<file path="src/rtl/FPU_pkg.sv">
// Shared FPU result types and fflags bit positions used by the result arbiter.
package FPU_pkg;

  // fflags bit positions inside the 5-bit {NV,DZ,OF,UF,NX} field
  localparam int FFLAG_NV = 4;
  localparam int FFLAG_DZ = 3;
  localparam int FFLAG_OF = 2;
  localparam int FFLAG_UF = 1;
  localparam int FFLAG_NX = 0;

  localparam int FLAGS_W = 5;

  // One execution-unit result: raw 32-bit float plus its exception flags
  typedef struct packed {
    logic [31:0]        value;
    logic [FLAGS_W-1:0] flags;
  } fpu_result_t;

endpackage

</file>
<file path="src/rtl/fpu_result_arbiter_rr_arbiter.sv">
// Wrap-around priority search: starting at ptr_i and moving upward (wrapping
// from N-1 to 0), the first asserted request wins. Purely combinational.
module rr_arbiter #(
  parameter int N  = 4,
  parameter int IW = $clog2(N)
) (
  input  logic [N-1:0]  req_i,
  input  logic [IW-1:0] ptr_i,
  output logic [N-1:0]  gnt_o,
  output logic [IW-1:0] idx_o,
  output logic          any_o
);

  // One extra bit so ptr + offset can exceed N-1 before the wrap is applied
  localparam logic [IW:0] NL = (IW+1)'(N);

  logic [IW:0] cand;

  // Scan all N positions starting at the pointer; keep the first hit
  always_comb begin
    gnt_o = '0;
    idx_o = '0;
    any_o = 1'b0;
    cand  = '0;
    for (int k = 0; k < N; k++) begin
      cand = {1'b0, ptr_i} + (IW+1)'(k);
      if (cand >= NL) begin
        cand = cand - NL;
      end
      if (!any_o && req_i[cand[IW-1:0]]) begin
        any_o                = 1'b1;
        gnt_o[cand[IW-1:0]]  = 1'b1;
        idx_o                = cand[IW-1:0];
      end
    end
  end

endmodule

</file>
<file path="src/rtl/fpu_result_arbiter.sv">
// FPU result arbiter: picks one of N_UNITS execution-unit results per cycle
// (round-robin) into a single registered writeback slot with valid/ready flow.
// Optional feature macro FPU_ARB_FLAGS_EN: when defined the selected fflags
// are registered and driven on fflags_out; otherwise flags_in is ignored and
// fflags_out is constant zero.
module fpu_result_arbiter
  import FPU_pkg::*;
#(
  parameter  int N_UNITS = 4,
  localparam int IW      = $clog2(N_UNITS)
) (
  input  logic                            clk,
  input  logic                            reset,
  input  logic                            flush,
  input  logic [N_UNITS-1:0]              valid_in,
  output logic [N_UNITS-1:0]              ready_out,
  input  logic [N_UNITS-1:0][31:0]        data_in,
  input  logic [N_UNITS-1:0][FLAGS_W-1:0] flags_in,
  output logic                            valid_out,
  input  logic                            ready_in,
  output logic [31:0]                     float_out,
  output logic [FLAGS_W-1:0]              fflags_out,
  output logic [IW-1:0]                   src_out
);

  logic          valid_q, valid_d;
  logic [31:0]   value_q, value_d;
  logic [IW-1:0] src_q,   src_d;
  logic [IW-1:0] ptr_q,   ptr_d;

  logic [N_UNITS-1:0] gnt;
  logic [IW-1:0]      gnt_idx;
  logic               gnt_any;
  logic               slot_free;
  logic               grant;
  logic [IW-1:0]      ptr_next;
  fpu_result_t        sel;

  rr_arbiter #(
    .N  (N_UNITS),
    .IW (IW)
  ) u_rr (
    .req_i (valid_in),
    .ptr_i (ptr_q),
    .gnt_o (gnt),
    .idx_o (gnt_idx),
    .any_o (gnt_any)
  );

  // The slot can take a new result if it is empty or is being drained now.
  // Gating with reset keeps ready_out low while reset is held.
  assign slot_free = !valid_q || ready_in;
  assign grant     = gnt_any && slot_free && !flush && reset;
  assign ready_out = grant ? gnt : '0;

  // Pointer moves to the unit just after the winner, wrapping at N_UNITS-1
  assign ptr_next = (gnt_idx == IW'(N_UNITS - 1)) ? '0 : gnt_idx + 1'b1;

  assign sel.value = data_in[gnt_idx];
`ifdef FPU_ARB_FLAGS_EN
  assign sel.flags = flags_in[gnt_idx];
`else
  assign sel.flags = '0;
`endif

  // Next-state for the output slot: flush beats grant beats drain
  always_comb begin
    valid_d = valid_q;
    value_d = value_q;
    src_d   = src_q;
    ptr_d   = ptr_q;
    if (flush) begin
      valid_d = 1'b0;
      value_d = '0;
      src_d   = '0;
    end else if (grant) begin
      valid_d = 1'b1;
      value_d = sel.value;
      src_d   = gnt_idx;
      ptr_d   = ptr_next;
    end else if (valid_q && ready_in) begin
      valid_d = 1'b0;
      value_d = '0;
      src_d   = '0;
    end
  end

  // Output slot and round-robin pointer registers
  always_ff @(posedge clk or negedge reset) begin
    if (!reset) begin
      valid_q <= 1'b0;
      value_q <= '0;
      src_q   <= '0;
      ptr_q   <= '0;
    end else begin
      valid_q <= valid_d;
      value_q <= value_d;
      src_q   <= src_d;
      ptr_q   <= ptr_d;
    end
  end

`ifdef FPU_ARB_FLAGS_EN
  logic [FLAGS_W-1:0] flags_q, flags_d;

  // Flags follow the same flush/grant/drain priority as the data
  always_comb begin
    flags_d = flags_q;
    if (flush) begin
      flags_d = '0;
    end else if (grant) begin
      flags_d = sel.flags;
    end else if (valid_q && ready_in) begin
      flags_d = '0;
    end
  end

  // Registered flags of the result held in the slot
  always_ff @(posedge clk or negedge reset) begin
    if (!reset) begin
      flags_q <= '0;
    end else begin
      flags_q <= flags_d;
    end
  end

  assign fflags_out = flags_q;
`else
  logic [N_UNITS-1:0][FLAGS_W-1:0] unused_flags;
  logic [FLAGS_W-1:0]              unused_sel_flags;
  assign unused_flags     = flags_in;
  assign unused_sel_flags = sel.flags;
  assign fflags_out       = '0;
`endif

  assign valid_out = valid_q;
  assign float_out = value_q;
  assign src_out   = src_q;

endmodule

</file>
<file path="config.mk">
export PLATFORM = sky130hd
export DESIGN_NAME = fpu_result_arbiter
export DESIGN_NICKNAME = d
export VERILOG_FILES = /design/src/rtl/FPU_pkg.sv /design/src/rtl/fpu_result_arbiter_rr_arbiter.sv /design/src/rtl/fpu_result_arbiter.sv
export SDC_FILE = /design/constraint.sdc
export NUM_CORES = 1
export LEC_CHECK = 0
export ABC_AREA = 0
export ABC_CLOCK_PERIOD_IN_PS = 3100
export CORE_ASPECT_RATIO = 2
export CORE_UTILIZATION = 38
export DETAILED_ROUTE_END_ITERATION = 8
export HOLD_SLACK_MARGIN = 0.03
export PLACE_DENSITY = 0.88
export SLEW_MARGIN = 20
export SYNTH_ARGS = -nofsm -noshare
export SYNTH_HDL_FRONTEND = slang
export SYNTH_SLANG_ARGS = --single-unit
</file>
<file path="constraint.sdc">
create_clock -name clk -period 3.1 [get_ports clk]
set_input_delay 0.465 -clock clk [delete_from_list [all_inputs] [get_ports clk]]
set_output_delay 0.465 -clock clk [all_outputs]
set_load 0.05 [all_outputs]
</file>
**Word level (Yosys, flattened, before mapping)**

Cells that the tools add are included.

- $add $sub $neg: 8
- Reductions and logical operators: 19
- Eq/ne operators: 1
- Bitwise gates (word level): 4
- Muxes and demuxes: 45
- Magnitude comparators: 13

Operators by type and width:

| cell | number |
|---|---|
| two-way mux 32 bit | 4 |
| binary-select mux 32 bit (select 2 bit) | 1 |
| two-way mux 2 bit | 12 |
| two-way mux 4 bit | 5 |
| less-than comparator 2 x 3 -> 1 bit (second input constant) | 5 |
| two-way mux 1 bit | 15 |
| bitwise OR 4 bit | 3 |
| logical AND 1 bit | 11 |
| greater-or-equal comparator 3 bit (second input constant) | 3 |
| binary-select mux 1 bit (select 2 bit) | 4 |
| demux 1 bit (select 2 bit) | 4 |
| greater-or-equal comparator 2 x 1 -> 1 bit (second input constant) | 4 |
| subtractor 2 x 1 -> 2 bit (second input constant) | 4 |
| adder 2 x 2 -> 3 bit (second input constant) | 2 |
| logical NOT 1 bit | 5 |
| adder 2 x 1 -> 3 bit (second input constant) | 1 |
| greater-or-equal comparator 2 x 3 -> 1 bit (second input constant) | 1 |
| nonzero test 3 bit | 1 |
| adder 2 x 1 -> 2 bit (second input constant) | 1 |
| == test 2 bit (second input constant) | 1 |
| AND reduction 2 bit | 1 |
| logical OR 1 bit | 1 |
| NOT 1 bit | 1 |

- Word-level logic and storage cells: 94
- Output and inout port bits: 44
- Register bits: 37

**Logic depth before layout (Yosys ltp)**

- Depth after elaboration: 19
- Mapped depth: 11

**Hierarchy**

From an unflattened synthesis, not the netlist that was laid out.

- Cell total of the unflattened synthesis: 183
- Area, all modules: 2651.3 µm²

Modules (own cells, without submodules):

| module | cells each | area each (µm²) | sequential area each (µm²) | times used |
|---|---|---|---|---|
| fpu_result_arbiter | 138 | 2229.6 | 925.9 | 1 |
| rr_arbiter | 45 | 421.7 | 0.0 | 1 |

**Worst setup path before layout**

OpenSTA, ideal clock, no wires.

- Kind: register to output
- From: reg ptr_q[0]
- To: out ready_out[0]
- Setup slack: 0.069 ns
- Cell stages (with the launch flop): 10
- Arrival time: 2.566 ns
- Path through: dfrtp_1 > buf_6 > inv_1 > ha_1 > mux4_2 > nor2b_4 > a22oi_1 > nor2_1 > a221oi_1 > nor2_1

- Longest elaborated chain between the ends: 18

RTL lines:

| what | line | RTL |
|---|---|---|
| start, declared | fpu_result_arbiter.sv:29 | `logic [IW-1:0] ptr_q, ptr_d;` |
| start signal, assigned | fpu_result_arbiter.sv:99 | `ptr_q <= ptr_d;` |
| branches (longest 17 deep; another with adder 2 x 1 -> 3 bit) | n/a |  |
| two-way mux 4 bit * | fpu_result_arbiter.sv:54 | `assign ready_out = grant ? gnt : '0;` |
| end, declared | fpu_result_arbiter.sv:16 | `output logic [N_UNITS-1:0] ready_out,` |

Every way passes the cells marked *. The select of a mux whose other input is x is not followed.

**Worst setup path in the final report**

- From: in valid_in[1]
- To: out ready_out[3]

- Longest elaborated chain between the ends: 16

RTL lines:

| what | line | RTL |
|---|---|---|
| start, declared | fpu_result_arbiter.sv:15 | `input logic [N_UNITS-1:0] valid_in,` |
| binary-select mux 1 bit (select 2 bit) | fpu_result_arbiter_rr_arbiter.sv:30 | `if (!any_o && req_i[cand[IW-1:0]]) begin` |
| two-way mux 1 bit (implied by the code) | fpu_result_arbiter_rr_arbiter.sv:30 |  |
| two-way mux 1 bit | fpu_result_arbiter_rr_arbiter.sv:30 |  |
| logical NOT 1 bit | fpu_result_arbiter_rr_arbiter.sv:30 |  |
| logical AND 1 bit | fpu_result_arbiter_rr_arbiter.sv:30 |  |
| two-way mux 1 bit | fpu_result_arbiter_rr_arbiter.sv:30 |  |
| logical NOT 1 bit | fpu_result_arbiter_rr_arbiter.sv:30 |  |
| logical AND 1 bit | fpu_result_arbiter_rr_arbiter.sv:30 |  |
| two-way mux 1 bit | fpu_result_arbiter_rr_arbiter.sv:30 |  |
| logical NOT 1 bit | fpu_result_arbiter_rr_arbiter.sv:30 |  |
| logical AND 1 bit | fpu_result_arbiter_rr_arbiter.sv:30 |  |
| two-way mux 1 bit | fpu_result_arbiter_rr_arbiter.sv:30 |  |
| logical AND 1 bit (3 in series) | fpu_result_arbiter.sv:53 | `assign grant = gnt_any && slot_free && !flush && reset;` |
| two-way mux 4 bit * | fpu_result_arbiter.sv:54 |  |

Mark *: on every way between the ends. The rest lies on a longest branch, timed or not. The select of a mux whose other input is x is not followed.

==> impl_results.md <==
* Final Max Slew Viols at 0
* Row count at 46
* Cell taking the most area after synthesis: dfrtp_1
* Mux cell area share after synthesis at 0.0318
* Setup WS pre-CTS at -0.00421 ns
* RSZ-0062 raised after global routing: true
* Cell Area, Placed at 5030 um^2
* Crit path max-delay cell type: clkdlybuf4s50_1
* Internal power at 2.42 mW
* Slew margin rel. at 0.623
* Num CTS Buffers at 5
* Worst hold path type: input pin to asynchronous set/reset pin
* Clock skew at 0.00446 ns
* CP top delay family: buffers and inverters
* Synth Cell Area at 3180 um^2
* CP startpoint kind: input pin
* Fin nets at 648
* H-tree depth at 2
* Post-route cell area at 5210 um^2
* Root Buffer: clkbuf_16
* Crit Path Max Fanout at 8
* Worst slew pin tran at 0.564 ns
* Synth area leaders: dfrtp_1 29%, a211oi_2 11%, o31ai_2 11%
* Antenna violations before repair at 0
* LEAKAGE at 2.00 nW
* Initial core utilization at 0.398
* DR iter-0 viols at 248
* Post-Place Cells at 571
* Pwr dens at 997 nW/um^2
* Number of synthesized flops with an enable pin at 0
* Distinct cells, synth at 45
* Port buffer count at 174
* DIE HEIGHT at 131 um
* PnR worst setup slack at 0.0636 ns
* Synth Area per Inst at 10.0 um^2
* Compound-cell area share of the yosys netlist at 0.465
* Clock sinks at 37
* RePlAce Congestion at 0.929
* CTS tree: yes
* Most used flip-flop cell after synthesis: dfrtp_1
* Number of routed nets with antenna violations at 0
* Largest net degree at the start of global routing at 38
* Post-synthesis register bit count at 37
* Vias in the first global route at 3,585
* Min Tclk post-route at 3.04 ns
* WL final at 11,600 um
* XOR/XNOR Fraction of Synth Area at 0.00550
* Worst Path Required at 2.63 ns
* R2r endpoint: float_out[18]
* CP Data Arrival Time at 2.57 ns
* Core ar. at 8000 um^2
* Final Hold Viols at 0
* Clock Pin Slew Worst Setup and Hold Paths at 0.05 ns
* Worst-case clock buffer depth at 2
* I/O pin cnt at 200
* WL/cell at 20.0 um
* Pwr Total at 5.19 mW
* Cells after synthesis at 317
* WP buf/inv at 2
* Tcrit/Tclk final at 0.979
* Via density at 5.89
* Max VDD drop at 463 uV
* Post-synth ARST share at 1.00
* Fin cells at 580
* Largest family of logic cells by synthesized area: compound AO/OA/AOI/OAI gates
* First-pass GRT wire length at 17,900 um
* Synth Area in Simple Gates at 0.104
* # DRC at 0
* Seq pwr share at 0.147
* Top cells by count, synth: 38 x nand2_1, 37 x dfrtp_1, 36 x a221oi_1
* CP cell instances: clkdlybuf4s50_1 > and3b_1 > o211ai_2 > nand3_2 > a221oi_1 > nor2_1 > buf_12
* Clock power frac at 0.097
* Worst setup path class: input pin to output pin
* Layout filler cell count at 651
* Global route overflow at 0
* Ys Warns at 0
* Logic pwr share at 0.756
* Detailed Routing Iterations Pass 1 at 8
* DIE AREA at 8770 um^2
* Max cap viols at 0
* RR Startpoint: ptr_q[1]
* Sw Share at 0.534
* Vias at 3,415
* Post-synthesis adder-cell area fraction at 0.0314
* HPWL after DPL at 8800 um
* Total Routing Usage GR at 0.271
* Area grow syn2layout at 63.5%
* Crit. End Element: output pin
* Flop-to-flop setup slack at 0.24 ns
* Hold buffers post-CTS at 0
* Post-synthesis sequential area ratio at 0.291
* R2R cell count at 9
* Die W at 66.7 um
* Share of cells above drive strength 1 at 0.215
* Psw at 2.77 mW
* Critical path's largest stage delay at 0.59 ns
* Worst skew pair latency at 0.28 ns
* F_max at 329 MHz
* Outcome: finished, final reports clean
* Count leader, synth: nand2_1
* Ant. Diodes at 0
* Final setup fails at 0
* Top cell type's share of synthesized area at 0.291
-- power by group through the flow --
| stage | clock (mW) | combinational [mW] | sequential [mW] |
|---|---|---|---|
| after floorplan | 0 | 2.17 | 1.37 |
| after global placement | 0 | 3.75 | 0.760 |
| after detailed placement | 0 | 3.88 | 0.771 |
| after CTS | 0.513 | 3.89 | 0.764 |
| after global routing | 0.533 | 4.17 | 0.786 |
| final | 0.503 | 3.93 | 0.764 |
-- sequential cells by signal, indices dropped and copies added, names as in the netlist --
| signal | flops |
|---|---|
| ptr_q | 2 |
| float_out | 32 |
| src_out | 2 |
| valid_out | 1 |
-- per-layer routing --
metal  vias up  global-route usage  part of all wire
met5         -                   0                 0
met4         0               0.157             0.052
met3        44              0.0373             0.049
met2       176               0.500              0.56
met1      1632               0.269              0.34
li1       1563                   -                 -
-- area by class of cell --
class	instances	area (um^2)	area share
multi-input combinational	243	2070	0.398
clock buffer	6	139	0.0267
timing repair buffer	194	1930	0.371
sequential	37	926	0.178
tap	96	120	0.0231
inverter	3	11.3	0.00216
clock inverter	1	7.51	0.00144
-- what timing repair did --
item	CTS	global route
buffers inserted	0	2
gates resized for setup	0	5
setup endpoints to repair	0	4
-- how the worst max path moves through the flow --
stage / start / to / slack (ns) / depth (start not counted)
3_3_place_gp: valid_in[0] / float_out[17] / 0.08 / 7
6_report: valid_in[1] / ready_out[3] / 0.06 / 7
3_5_place_dp: valid_in[0] / float_out[17] / -0.004 / 7
2_1_floorplan: ptr_q[0] / ready_out[0] / 0.07 / 9
4_1_cts: ptr_q[0] / ready_out[0] / 0.06 / 9
5_1_grt: valid_in[1] / ready_out[3] / -0.06 / 7
-- through the flow --
step                       TNS, ns   util  hold slack [ns]
after floorplan                  0      -            0.169
after global placement           0  0.629            0.464
after detailed placement  -0.00691  0.629            0.471
after CTS                        0  0.647            0.277
after global routing        -0.104  0.651            0.303
final                            0  0.651            0.257
-- worst register-to-register path, stage by stage (launching register included) --
cell	delay (ns)
dfrtp_1	0.35
inv_1	0.10
ha_2	0.42
mux4_2	0.41
buf_4	0.18
inv_1	0.09
a21o_4	0.23
and2_4	0.54
a211oi_1	0.18
o31ai_1	0.27
-- kinds of logic after synthesis --
kind of cell | count (synthesis)
buffers and inverters | 41
other | 1
adders and majority gates | 8
muxes | 6
DFF | 37
xor gates and xnor gates | 2
AOI/OAI and AO/OA | 152
and+or+nand+nor | 70
-- layout by cell type, fill, tap and decap left out, types with 2 or more instances in the layout --
master,instances
nor2b_1,2
a211oi_1,5
o21ai_0,6
o21ai_4,2
inv_1,2
dlymetal6s2s_1,2
a21boi_0,31
nor2_1,16
dfrtp_1,37
a211oi_2,29
buf_12,4
conb_1,5
buf_4,20
mux2i_1,2
clkbuf_16,5
a221oi_1,36
nor3_1,2
xnor2_1,2
ha_1,7
mux4_2,3
o31ai_1,3
a22oi_1,4
clkdlybuf4s50_1,167
nand2_1,38
o31ai_2,29
Note: power is estimated with default switching activity, not from simulation.
